### src/rtl/user_keys_debouncer.sv
// user_keys_debouncer: synchronise, debounce and edge-detect the active-low user keys
// Ports:
//   clk            system clock, all logic on posedge
//   reset          synchronous, active-low reset
//   key_raw        raw asynchronous key pins, 0 = pressed
//   key_db         debounced keys, 0 = pressed
//   press_pulse    one-cycle pulse per key on an accepted 1->0 of key_db
//   release_pulse  one-cycle pulse per key on an accepted 0->1 of key_db
// Optional feature macro USER_KEYS_IRQ_EN adds:
//   flag_clr       write-1-to-clear of press flags
//   press_flag     sticky press flags (set wins over clear)
//   irq            registered OR of the next press_flag value
module user_keys_debouncer #(
  parameter int WIDTH   = 8,
  parameter int CNT_MAX = 250000,
  parameter int CNT_W   = 18
) (
  input  logic             clk,
  input  logic             reset,
  input  logic [WIDTH-1:0] key_raw,
  output logic [WIDTH-1:0] key_db,
  output logic [WIDTH-1:0] press_pulse,
  output logic [WIDTH-1:0] release_pulse
`ifdef USER_KEYS_IRQ_EN
  ,
  input  logic [WIDTH-1:0] flag_clr,
  output logic [WIDTH-1:0] press_flag,
  output logic             irq
`endif
);
  localparam logic [CNT_W-1:0] LAST = CNT_W'(CNT_MAX - 1);
  logic [WIDTH-1:0] s1_q, s2_q, db_q, db_d, press_q, press_d, release_q, release_d, acc;
  logic [CNT_W-1:0] cnt_q [WIDTH];
  logic [CNT_W-1:0] cnt_d [WIDTH];
  // A key is accepted once its synchronised level has disagreed with key_db for CNT_MAX
  // consecutive edges; any agreement restarts the count.
  for (genvar i = 0; i < WIDTH; i++) begin : g_key
    logic diff;
    assign diff     = s2_q[i] != db_q[i];
    assign acc[i]   = diff && cnt_q[i] == LAST;
    assign cnt_d[i] = diff && !acc[i] ? cnt_q[i] + 1'b1 : '0;
  end
  assign db_d      = db_q ^ acc;
  assign press_d   = acc & ~s2_q;
  assign release_d = acc & s2_q;
  always_ff @(posedge clk) begin
    if (!reset) begin
      s1_q      <= '1;
      s2_q      <= '1;
      db_q      <= '1;
      press_q   <= '0;
      release_q <= '0;
      cnt_q     <= '{default: '0};
    end else begin
      s1_q      <= key_raw;
      s2_q      <= s1_q;
      db_q      <= db_d;
      press_q   <= press_d;
      release_q <= release_d;
      cnt_q     <= cnt_d;
    end
  end
  assign key_db        = db_q;
  assign press_pulse   = press_q;
  assign release_pulse = release_q;
`ifdef USER_KEYS_IRQ_EN
  logic [WIDTH-1:0] flag_q, flag_d;
  logic             irq_q;
  // Flags follow the registered press pulse, so irq rises the cycle after press_pulse.
  assign flag_d = press_q | (flag_q & ~flag_clr);
  always_ff @(posedge clk) begin
    if (!reset) begin
      flag_q <= '0;
      irq_q  <= 1'b0;
    end else begin
      flag_q <= flag_d;
      irq_q  <= |flag_d;
    end
  end
  assign press_flag = flag_q;
  assign irq        = irq_q;
`endif
endmodule

### config.mk
export PLATFORM = sky130hd
export DESIGN_NAME = user_keys_debouncer
export DESIGN_NICKNAME = d
export VERILOG_FILES = /design/src/rtl/user_keys_debouncer.sv
export SDC_FILE = /design/constraint.sdc
export NUM_CORES = 1
export LEC_CHECK = 0
export ABC_AREA = 0
export CAP_MARGIN = 20
export CORE_UTILIZATION = 39
export CTS_BUF_LIST = sky130_fd_sc_hd__clkbuf_8 sky130_fd_sc_hd__clkbuf_16
export CTS_CLUSTER_SIZE = 40
export DETAILED_ROUTE_END_ITERATION = 10
export HOLD_SLACK_MARGIN = 0.1
export SYNTH_ARGS = -nofsm -noshare
export SYNTH_HDL_FRONTEND = slang
export SYNTH_SLANG_ARGS = --single-unit
### constraint.sdc
create_clock -name clk -period 3.55 [get_ports clk]
set_clock_uncertainty 0.2 [all_clocks]
set_input_delay 0.5325 -clock clk [delete_from_list [all_inputs] [get_ports clk]]
set_output_delay 0.5325 -clock clk [all_outputs]
set_load 0.005 [all_outputs]
==> summary.md <==
| Metric | Value |
|---|---|
| Status | `complete, no violations` |
| Post-Syn Area | `7780 um^2` |
| Setup Fix Bufs, Post-CTS | `0` |
| Synth warn | `0` |
| Synth top area share | `47.3%` |
| Top sig layer | `met4` |
| Tot GR Track Use | `14.8%` |
| RePlAce Congestion | `0.795` |
| Residual DRC count | `0` |
| WHS | `207 ps` |
| CTS resizes | `0` |
| Synth Area per Inst | `8.91 um^2` |
| Ys flop type | `dfxtp_1` |
| CTS Buf Count | `17` |
| Total power | `3870 uW` |
| Post-route ant nets | `0` |
| Die Ht | `143 um` |
| Slew Limit Headroom | `53.9%` |
| CP max FO | `17` |
| HP Class | `reg2reg` |
| Inserted Diodes | `0` |
| Min Clock Period, post-route | `2530 ps` |
| Max-cap violations | `0` |
| VDD IR max | `0.273 mV` |
| CTS Sinks | `184` |
| Pwr dens | `434 nW/um^2` |
| Post-synth EDFFs | `0` |
| H-tree depth reported by CTS | `4` |
| Endpoints failing setup | `0` |
| Crit. End Element | `flop` |
| Root Driver | `clkbuf_16` |
| CP Cell Sequence | `ha_1, nand3_1, or4_1, o211ai_2, nor2_1` |
| Detailed Routing Iterations Pass 1 | `4` |
| Reg2Reg Depth | `5` |
| RSZ-0062 raised after global routing | `no` |
| Cell row count | `51` |
| Final TNS setup | `0 ps` |
| Largest net degree at the start of global routing | `26` |
| Core area | `19500 um^2` |
| CP Capture Point | `cnt_q[86]` |
| Slew Viols, Final | `0` |
| Area leader, netlist | `dfxtp_1` |
| Vias after detailed routing | `5872` |
| Final Hold Fails | `0` |
| Worst path required time | `3630 ps` |
| Met2 WL | `6.06 mm` |
| R2r setup slk | `1020 ps` |
| DR WL/cell | `11.9 um` |
| Fillers | `1917` |
| Final core utilization | `45.7%` |
| Final Cell Area | `8920 um^2` |
| Period utilization | `71.4%` |
| Clk slew on worst S/H paths | `60 ps` |
| Port buffer count | `33` |
| F_max | `395 MHz` |
| Hpwl dp | `9.52 mm` |
| Sequential-to-total area share from yosys stat | `47.3%` |
| Startpoint class of the critical path | `flop` |
| Post-Route WL | `14.1 mm` |
| Fraction of registers with async set/reset | `0%` |
| Synthesized flop and latch total | `184` |
| Cell with the most instances after synthesis | `dfxtp_1` |
| WL met3 | `455 um` |
| Worst-Margin Slew | `689 ps` |
| Vias in the first global route | `5415` |
| Hold_buf cts | `0` |
| WL met1 | `7.44 mm` |
| Area Overhead vs Synth | `14.6%` |
| Clk_lat worst skew | `430 ps` |
| CTS Buffer Depth | `2` |
| Vias per cell | `4.95` |
| CTS tree | `built` |
| Top cells by area, synth | `dfxtp_1, xnor2_1, nor2_1, xor2_1, nand4_1` |
| Critical Path AT | `2610 ps` |
| Crit path largest cell delay | `640 ps` |
| Placed cell area | `8380 um^2` |
| Synth cell types | `48` |
| Slowest-stage cell, CP | `or4_1` |
| Die X | `143 um` |
| Antenna violations before repair | `0` |
| Worst r2r dst | `cnt_q[86]` |
| Fin nets | `928` |
| 1st-iter DRT viols | `232` |
| Layout cells sized above 1 | `5.42%` |
| Ports | `34` |
| P_leak | `0.00264 uW` |
| Mapped Cells | `873` |
| Crit. Startpoint | `cnt_q[72]` |
| Global-route wire length before repair | `24.7 mm` |
| Syn_nets | `891` |
| Global route total overflow | `0` |
| Crit Path Category | `reg2reg` |
| Die area | `20500 um^2` |
| Post-synth top cells | `dfxtp_1, nor2_1, xnor2_1, nand3_1, nand4_1` |
| Worst r2r src | `cnt_q[72]` |
| Initial Utilization | `39.9%` |
[registers in the layout, summed over array words and instances, names as in the netlist, named ones only]
signal         flops
release_pulse      8
press_pulse        8
s2_q               8
s1_q               8
cnt_q            144
[where the power goes]
group / switching (uW) / leakage (uW) / internal, uW / total, uW
logic: 30.2 / 0.000887 / 24.1 / 54.2
registers: 7.30 / 0.00149 / 2070 / 2080
clock network: 781 / 0.000265 / 953 / 1730
total: 818 / 0.00264 / 3050 / 3870
[worst max-delay path, delay by kind of cell, from the launching register on]
| kind | cells | cell delay, ps |
|---|---|---|
| DFF | 1 | 390 |
| and+or+nand+nor | 3 | 1010 |
| AOI/OAI and AO/OA | 1 | 590 |
| adders and majority gates | 1 | 200 |
[cell usage in the layout (no fill, tap or decap), types with 4 or more instances in the layout]
master           count
and3_1              15
dfxtp_1            184
nand4_1             49
nor2_1             146
or2_2                5
a21oi_1             12
ha_1                 8
nor3_1              29
and2_1               7
and4_1               6
xnor2_1             81
nand3_1             52
clkdlybuf4s50_1     32
buf_4                8
o21ai_0             14
clkinvlp_4           4
o21ai_1              4
nor4b_1              8
inv_1               27
clkbuf_16           17
or3_1               10
o31ai_1              5
nor4_1              46
nand2_1             46
nand2b_1            18
or4_1               11
xor2_1              40
[cell families (layout without fill, tap and decap cells)]
group / Yosys count / count (layout) / synth area share [%]
simple gates: 464 / 464 / 30.9
flops: 184 / 184 / 47.3
xor+xnor: 121 / 121 / 13.6
compound gates: 49 / 49 / 4.18
buf+inv: 47 / 96 / 2.67
fa+ha+maj: 8 / 8 / 1.29
[how the worst min path moves through the flow]
stage / slack [ps] / from / endpoint / cells after the start
floorplan: 190 / s1_q[0] / s2_q[0] / 1
global placement: 190 / s1_q[7] / s2_q[7] / 1
detailed placement: 190 / s1_q[1] / s2_q[1] / 1
CTS: 210 / s1_q[1] / s2_q[1] / 1
global route: 220 / s1_q[4] / s2_q[4] / 1
finish: 210 / s1_q[1] / s2_q[1] / 1
[cell type report]
type | instances | area, um^2 | share of cell area [%]
multi-input cells | 642 | 3890 | 43.6
well taps | 265 | 332 | 3.72
repair buffers | 41 | 385 | 4.32
inverters | 24 | 90.1 | 1.01
clock buffers | 17 | 425 | 4.77
clock inverters | 14 | 113 | 1.26
flip-flops and latches | 184 | 3680 | 41.3
[stage by stage]
step | setup slack [ps] | instances
5_1_grt | 764 | 1187
4_1_cts | 976 | 1187
3_5_place_dp | 984 | 1156
6_report | 1020 | 1187
2_1_floorplan | 1330 | 873
3_3_place_gp | 1060 | 1156
[layer usage]
layer  GRT usage [%]  vias up
met4            4.54        0
met5               0        -
met3            3.89       11
met1            19.9     2672
li1                -     3131
met2            23.2       58
No activity file was read; power rests on OpenSTA's default activity.
